`src/rtl/fetch_unit.sv`:
```
// fetch_unit: fetch PC plus a 2-entry {pc, instr} prefetch buffer feeding the decoder.
// Optional build macro FETCH_STATS_EN adds the stat_fetch_cnt / stat_stall_cnt counters.
module fetch_unit #(
    parameter logic [31:0] RESET_PC  = 32'h0000_0000,
    parameter logic [31:0] NOP_INSTR = 32'h0000_0013
) (
    input  logic        clk,
    input  logic        rst_n,
    output logic [31:0] im_addr,
    input  logic [31:0] im_instr,
    input  logic        redirect_valid,
    input  logic [31:0] redirect_pc,
    output logic        out_valid,
    input  logic        out_ready,
    output logic [31:0] out_instr,
    output logic [31:0] out_pc,
    output logic [31:0] out_pc_plus4,
    output logic        misalign_err
`ifdef FETCH_STATS_EN
    ,
    output logic [31:0] stat_fetch_cnt,
    output logic [31:0] stat_stall_cnt
`endif
);

    logic [31:0] fpc_q, fpc_d;
    logic [1:0]  count_q, count_d;
    logic        rdPtr_q, rdPtr_d;
    logic        wrPtr_q, wrPtr_d;
    logic        misalign_q, misalign_d;
    logic [31:0] pcBuf_q    [2];
    logic [31:0] instrBuf_q [2];
    logic        push;
    logic        pop;

    // A redirect squashes both the handshake and the fetch of the stale path.
    always_comb begin
        pop  = (count_q != 2'd0) && out_ready && !redirect_valid;
        push = !redirect_valid && ((count_q != 2'd2) || pop);
    end

    always_comb begin
        fpc_d      = fpc_q;
        count_d    = count_q;
        rdPtr_d    = rdPtr_q;
        wrPtr_d    = wrPtr_q;
        misalign_d = misalign_q;
        if (redirect_valid) begin
            fpc_d   = {redirect_pc[31:2], 2'b00};
            count_d = 2'd0;
            rdPtr_d = 1'b0;
            wrPtr_d = 1'b0;
            if (redirect_pc[1:0] != 2'b00) begin
                misalign_d = 1'b1;
            end
        end else begin
            if (push) begin
                fpc_d   = fpc_q + 32'd4;
                wrPtr_d = ~wrPtr_q;
            end
            if (pop) begin
                rdPtr_d = ~rdPtr_q;
            end
            case ({push, pop})
                2'b10:   count_d = count_q + 2'd1;
                2'b01:   count_d = count_q - 2'd1;
                default: count_d = count_q;
            endcase
        end
    end

    always_ff @(posedge clk) begin
        if (!rst_n) begin
            fpc_q      <= RESET_PC;
            count_q    <= 2'd0;
            rdPtr_q    <= 1'b0;
            wrPtr_q    <= 1'b0;
            misalign_q <= 1'b0;
        end else begin
            fpc_q      <= fpc_d;
            count_q    <= count_d;
            rdPtr_q    <= rdPtr_d;
            wrPtr_q    <= wrPtr_d;
            misalign_q <= misalign_d;
        end
    end

    // Payload storage needs no reset; count_q alone decides what is valid.
    always_ff @(posedge clk) begin
        if (rst_n && push) begin
            pcBuf_q[wrPtr_q]    <= fpc_q;
            instrBuf_q[wrPtr_q] <= im_instr;
        end
    end

    always_comb begin
        im_addr      = fpc_q;
        out_valid    = (count_q != 2'd0);
        out_instr    = out_valid ? instrBuf_q[rdPtr_q] : NOP_INSTR;
        out_pc       = out_valid ? pcBuf_q[rdPtr_q] : fpc_q;
        out_pc_plus4 = out_pc + 32'd4;
        misalign_err = misalign_q;
    end

`ifdef FETCH_STATS_EN
    logic [31:0] fetchCnt_q;
    logic [31:0] stallCnt_q;

    always_ff @(posedge clk) begin
        if (!rst_n) begin
            fetchCnt_q <= 32'd0;
            stallCnt_q <= 32'd0;
        end else begin
            if (push) begin
                fetchCnt_q <= fetchCnt_q + 32'd1;
            end
            if (out_valid && !out_ready) begin
                stallCnt_q <= stallCnt_q + 32'd1;
            end
        end
    end

    assign stat_fetch_cnt = fetchCnt_q;
    assign stat_stall_cnt = stallCnt_q;
`endif

endmodule

```
`config.mk`:
```
export PLATFORM = sky130hd
export DESIGN_NAME = fetch_unit
export DESIGN_NICKNAME = d
export VERILOG_FILES = /design/src/rtl/fetch_unit.sv
export SDC_FILE = /design/constraint.sdc
export NUM_CORES = 1
export LEC_CHECK = 0
export ABC_CLOCK_PERIOD_IN_PS = 7200
export BUFFER_PORTS_ARGS = -buffer_cell sky130_fd_sc_hd__buf_2
export CAP_MARGIN = 5
export CORE_ASPECT_RATIO = 1.5
export CORE_MARGIN = 4
export CORE_UTILIZATION = 45
export DETAILED_ROUTE_END_ITERATION = 16
export MAX_ROUTING_LAYER = met4
export PLACE_DENSITY = 0.79
export REMOVE_ABC_BUFFERS = 1
export SLEW_MARGIN = 40
export SYNTH_ARGS = -nofsm -noshare
export SYNTH_HDL_FRONTEND = slang
export SYNTH_SLANG_ARGS = --single-unit
```
`constraint.sdc`:
```
create_clock -name clk -period 7.2 [get_ports clk]
set_input_delay 0.36 -clock clk [delete_from_list [all_inputs] [get_ports clk]]
set_output_delay 0.36 -clock clk [all_outputs]
set_load 0.05 [all_outputs]
```
After elaboration in Yosys (flattened, before gate mapping):

Memories as Yosys holds them, arrays and structs flattened. A register that Yosys moved wholly into a read port is not among the register bits.
Cells that the tools add are included.
W data, S select, Z words.

* register bits: 37
* memory bits (writable): 128
* output and inout port bits: 130
* word-level logic and storage cells: 41
* memories: 2

Memories
* instrBuf_q: depth 2, bits a word 32, rd ports 1, clocked after Yosys merged registers in 1, write ports 1, RTL line 32 `logic [31:0] instrBuf_q [2];`
* pcBuf_q: depth 2, bits a word 32, rd ports 1, clocked after Yosys merged registers in 1, write ports 1, RTL line 31 `logic [31:0] pcBuf_q [2];`

* $add $sub $neg: 4
* equal/unequal tests: 3
* muxes and demuxes: 11
* bitwise logic cells: 3
* reduce and logical (&&, ||, !) cells: 12

Operator list (count)
* $mux W32: 4
* $add A32 B3 Y32 const B: 2
* $reduce_bool A2 Y1: 4
* $mux W1: 6
* $logic_and A1 B1 Y1: 4
* $pmux W2 S2: 1
* $not A1 Y1: 3
* $add A2 B1 Y2 const B: 1
* $eq A2 B1 Y1 const B: 1
* $eq A2 B2 Y1 const B: 1
* $ne A2 B2 Y1 const B: 1
* $reduce_and A2 Y1: 1
* $reduce_or A2 Y1: 1
* $sub A2 B1 Y2 const B: 1
* $logic_not A1 Y1: 1
* $logic_or A1 B1 Y1: 1

Longest topological paths before layout:

* word-level depth: 8
* depth in mapped cells: 10

Worst setup path before layout:

Ideal clock, no wire load.

* kind: input to register
* from: input port out_ready
* to: memory instrBuf_q[0][0] (enable)
* setup time: 571 ps
* arrival time: 5527 ps
* data required time: 6629 ps
* slack: 1102 ps
* stages: 4
* cells stage by stage: nor2b_1 > or2_2 > clkbuf_1 > nor3b_1

* cells in the longest elaborated chain, start to end: 7

RTL lines
* start: declaration: RTL line 14 `input logic out_ready,`
* $logic_and A1 B1 Y1 (2 in a row): RTL line 38 `pop = (count_q != 2'd0) && out_ready && !redirect_valid;`
* $logic_or A1 B1 Y1: RTL line 39 `push = !redirect_valid && ((count_q != 2'd2) || pop);`
* $logic_and A1 B1 Y1: RTL line 39
* $logic_and A1 B1 Y1: RTL line 90 `if (rst_n && push) begin`
* $mux W1: RTL line 90
* $mux W1 (not written as such): RTL line 92 `instrBuf_q[wrPtr_q] <= im_instr;`
* end: declaration: RTL line 32

No other way between the ends.

Final worst setup path:

* from: register count_q[1]
* to: output port out_pc_plus4[31]

* cells in the longest elaborated chain, start to end: 3

RTL lines
* start: declaration: RTL line 27 `logic [1:0] count_q, count_d;`
* start signal: assignment: RTL line 81 `count_q <= count_d;`
* $reduce_bool A2 Y1: RTL line 98 `out_valid = (count_q != 2'd0);`
* $mux W32: RTL line 100 `out_pc = out_valid ? pcBuf_q[rdPtr_q] : fpc_q;`
* $add A32 B3 Y32: RTL line 101 `out_pc_plus4 = out_pc + 32'd4;`
* end: declaration: RTL line 17 `output logic [31:0] out_pc_plus4,`

No other way between the ends.

==> flow_summary_export.csv <==
group,metric,value,unit
power,power.density_cell_area,270,nW/um2
routing,totalWireLength,18900,um
timing,finalHoldViolCount,0,
clocking,clock_network_latency_to_the_later_pin_of_the_worst_skew_pair,0.42,ns
final_layout,multi_input_area,2860,um2
routing,routed-via-count,5457,
final_layout,sequential_cell_area,4450,um2
setup_path,critPathKind,"reg -> out",
floorplan,die_width,114,um
routing,drt_pass1_iterations,6,
floorplan,die_area,19000,um2
global_routing,largest_net_degree_at_the_start_of_global_routing,63,
setup_path,critical_path.endpoint_type,"output port",
logic_synthesis,post-synth-top-area-cell,"sky130_fd_sc_hd__edfxtp_1",
worst_hold_path,min_delay_path_depth,1,
setup_path,worstReg2RegEnd,"instrBuf_q[1][12]",
routing,route.antenna.remaining_nets,0,
logic_synthesis,post_synth_instance_area,7570,um2
timing,grt_setup_unrepaired,"no",
clocking,postCtsHoldBufs,0,
timing,fin_worst_skew,0.0176,ns
clocking,tritoncts_clock_tree,"built",
logic_synthesis,seq_area_frac_synth,0.587,
routing,drc,0,
timing,fin_setup_tns,0,ns
logic_synthesis,yosys_warnings,0,
timing,fin_ws,3.12,ns
floorplan,num_io_pins,198,
setup_path,critical_path.max_stage_delay,0.49,ns
timing,timing.final.max_slew_violations,0,
global_routing,initial_antenna_violation_count,0,
clocking,cts_num_sinks,160,
global_routing,number_of_global_route_vias_before_repair,5322,
power,cellLeakagePower,3.68,nW
setup_path,r2r_setup_slack,4.49,ns
setup_path,crit_slowest_cell,"sky130_fd_sc_hd__nor2_4",
clocking,postCtsSetupRepairBufs,0,
timing,setup_violations,0,
floorplan,starting_density_of_the_core,0.463,
setup_path,largest_delay_share_family_worst_path,"simple AND/OR/NAND/NOR gates",
logic_synthesis,ys_async_sr_fraction,0,
logic_synthesis,synth_edf_count,124,
logic_synthesis,synth_flop_cell,"sky130_fd_sc_hd__edfxtp_1",
routing,drtIter0Drc,347,
placed_design,post-place-ws,3.22,ns
setup_path,cp_cell_instances,"nor2_4 > buf_16 > inv_4 > a21oi_2 > nor4b_4 > nand4_4 > nor4b_2 > xor2_1 > buf_2",
setup_path,worst-r2r-cell-count,4,
placed_design,placer_congestion,0.856,
timing,fin_crit,4.08,ns
routing,post_drt_wl_per_cell,18.4,um
worst_hold_path,min_to,"instrBuf_q[1][29]",
status,status,"finished clean",
clocking,clockBufferDepth,2,
final_layout,synthToLayoutAreaGrowth,23.0,%
power,vdd.ir_drop.worst,0.137,mV
floorplan,fp-row-count,57,
setup_path,crit_fanout,33,
routing,avgViaCountPerCell,5.33,
clocking,cts-htree-levels,4,
timing,achievable-frequency,245,MHz
worst_hold_path,hp-start,"im_instr[29]",
worst_hold_path,min_path_type,"in -> reg",
clocking,ctsResizeCount,0,
global_routing,overflow,0,
final_layout,drive_above_1_share,0.320,
final_layout,finish.net_count,877,
placed_design,placement.io_buffers,191,
logic_synthesis,yosys-top-cells-area,"sky130_fd_sc_hd__edfxtp_1 49%, sky130_fd_sc_hd__dfxtp_1 9.5%, sky130_fd_sc_hd__mux2i_1 8.1%",
clocking,cts_root_buffer,"sky130_fd_sc_hd__clkbuf_16",
floorplan,core-area,16300,um2
setup_path,setup.worst_path.start_class,"flip-flop",
clocking,clk_pin_slew,0.06,ns
timing,fin_crit_share,0.567,
logic_synthesis,yosys_register_bits,160,
setup_path,cp_num_buf_inv,3,
timing,max_slew.worst_pin.slew,0.891,ns
floorplan,dieHeight,167,um
logic_synthesis,post_synth_inst_count,622,
setup_path,worstReg2RegStart,"count_q[0]",
final_layout,num-fill-cells,1390,
global_routing,grtUsageTotal,0.201,
logic_synthesis,netlist.area_leader.share,0.492,
clocking,numCtsBuffers,17,
global_routing,wire_length_of_the_first_global_routing_pass,28600,um
placed_design,dpl.hpwl,13100,um
flow_run,maxCapViolations,0,
setup_path,timing.critical_path.arrival,3.72,ns
final_layout,insertedDiodeCount,0,
setup_path,cp_data_required_time,6.84,ns
logic_synthesis,synth.distinct_cells,56,
timing,slew-limit-headroom,0.404,
logic_synthesis,syn_area_per_cell,12.2,um2
==> cell usage in the layout, fill, tap and decap left out, types with 6 or more instances in the layout <==
cell                        count
sky130_fd_sc_hd__buf_2        191
sky130_fd_sc_hd__edfxtp_1     124
sky130_fd_sc_hd__mux2i_1       61
sky130_fd_sc_hd__nor2_1        55
sky130_fd_sc_hd__nand2_1       42
sky130_fd_sc_hd__xnor2_1       38
sky130_fd_sc_hd__dfxtp_1       33
sky130_fd_sc_hd__nor3_1        30
sky130_fd_sc_hd__o21ai_0       28
sky130_fd_sc_hd__xor2_1        23
sky130_fd_sc_hd__nand3_1       17
sky130_fd_sc_hd__clkbuf_16     17
sky130_fd_sc_hd__a21oi_1       16
sky130_fd_sc_hd__and2_1        16
sky130_fd_sc_hd__inv_1         13
sky130_fd_sc_hd__a21oi_2        8
sky130_fd_sc_hd__and3_1         8
sky130_fd_sc_hd__mux2_2         6
sky130_fd_sc_hd__nand2b_1       6
sky130_fd_sc_hd__nand4_1        6
sky130_fd_sc_hd__o211a_1        6
sky130_fd_sc_hd__conb_1         6
==> Yosys cell counts, types with 2 or more instances <==
| library cell | count |
|---|---|
| sky130_fd_sc_hd__a211oi_1 | 2 |
| sky130_fd_sc_hd__a21o_1 | 4 |
| sky130_fd_sc_hd__a21oi_1 | 16 |
| sky130_fd_sc_hd__a21oi_2 | 8 |
| sky130_fd_sc_hd__and2_1 | 16 |
| sky130_fd_sc_hd__and3_1 | 8 |
| sky130_fd_sc_hd__buf_1 | 4 |
| sky130_fd_sc_hd__buf_2 | 3 |
| sky130_fd_sc_hd__buf_4 | 7 |
| sky130_fd_sc_hd__buf_6 | 5 |
| sky130_fd_sc_hd__clkbuf_1 | 15 |
| sky130_fd_sc_hd__dfxtp_1 | 36 |
| sky130_fd_sc_hd__edfxtp_1 | 124 |
| sky130_fd_sc_hd__ha_1 | 3 |
| sky130_fd_sc_hd__inv_1 | 13 |
| sky130_fd_sc_hd__mux2_2 | 6 |
| sky130_fd_sc_hd__mux2i_1 | 61 |
| sky130_fd_sc_hd__nand2_1 | 42 |
| sky130_fd_sc_hd__nand2b_1 | 6 |
| sky130_fd_sc_hd__nand3_1 | 17 |
| sky130_fd_sc_hd__nand4_1 | 6 |
| sky130_fd_sc_hd__nand4_4 | 2 |
| sky130_fd_sc_hd__nor2_1 | 55 |
| sky130_fd_sc_hd__nor2b_1 | 3 |
| sky130_fd_sc_hd__nor3_1 | 30 |
| sky130_fd_sc_hd__nor3b_1 | 3 |
| sky130_fd_sc_hd__nor4_1 | 3 |
| sky130_fd_sc_hd__nor4_2 | 2 |
| sky130_fd_sc_hd__o211a_1 | 6 |
| sky130_fd_sc_hd__o21ai_0 | 28 |
| sky130_fd_sc_hd__or2_2 | 2 |
| sky130_fd_sc_hd__or3_1 | 3 |
| sky130_fd_sc_hd__xnor2_1 | 38 |
| sky130_fd_sc_hd__xor2_1 | 23 |
==> how the worst max path moves through the flow <==
stage,slack [ns],endpoint,from,depth (start not counted)
after floorplan,0.92,instrBuf_q[0][0],count_q[0],3
after global placement,3.11,out_pc_plus4[31],count_q[1],8
after detailed placement,3.22,out_pc_plus4[31],count_q[0],9
after CTS,2.77,out_pc_plus4[31],count_q[0],9
after global routing,2.89,out_pc_plus4[31],count_q[1],9
final,3.12,out_pc_plus4[31],count_q[1],9
==> worst reg2reg max path: cells and delay by family (launching register included) <==
family	cells	cell delay, ns
simple gates	3	1.03
buf+inv	1	0.65
flops	1	0.64
==> power by group <==
group	internal (W)	switching, W	total (W)
registers	0.00103	0.0000341	0.00107
clock network	0.000616	0.000360	0.000975
logic	0.000113	0.000358	0.000472
==> kinds of logic (layout without fill, tap and decap cells) <==
family          count (synthesis)  count (layout)  share of synthesized area
other cells                     1               6                   0.000496
fa+ha+maj                       3               3                    0.00496
xor+xnor                       61              61                     0.0706
flops                         160             160                      0.587
simple gates                  209             209                      0.147
buf+inv                        50             241                     0.0377
mux                            68              68                     0.0914
compound gates                 70              70                     0.0604
==> layer usage <==
metal	vias to the layer above	global-route usage	wire, um
li1	2596	-	-
met5	-	-	0
met1	2614	0.229	7290
met3	50	0.0359	1120
met2	197	0.342	9770
met4	0	0.0925	703
==> cell type report <==
class	count	share of cell area
Tap cell	206	0.0277
Clock inverter	13	0.0226
Multi-Input combinational cell	417	0.307
Timing Repair Buffer	196	0.112
Clock buffer	18	0.0461
Sequential cell	160	0.478
Inverter	14	0.00592
==> per-stage QoR <==
step	instances	hold slack [ns]	power, W	util	cell area (um2)
after detailed placement	993	0.452	0.00156	0.531	8660
after global placement	990	0.444	0.00155	0.526	8590
after CTS	1024	0.111	0.00253	0.570	9300
after global routing	1024	0.111	0.00260	0.570	9310
final	1024	0.123	0.00251	0.570	9310
after floorplan	591	0.459	0.00143	-	7350
==> flip-flops by register name, indices dropped and copies added, names as in the netlist, named ones only <==
signal,flops
count_q,2
im_addr,30
instrBuf_q,64
misalign_err,1
pcBuf_q,60
rdPtr_q,1
wrPtr_q,1
No activity file was read; power rests on OpenSTA's default activity.
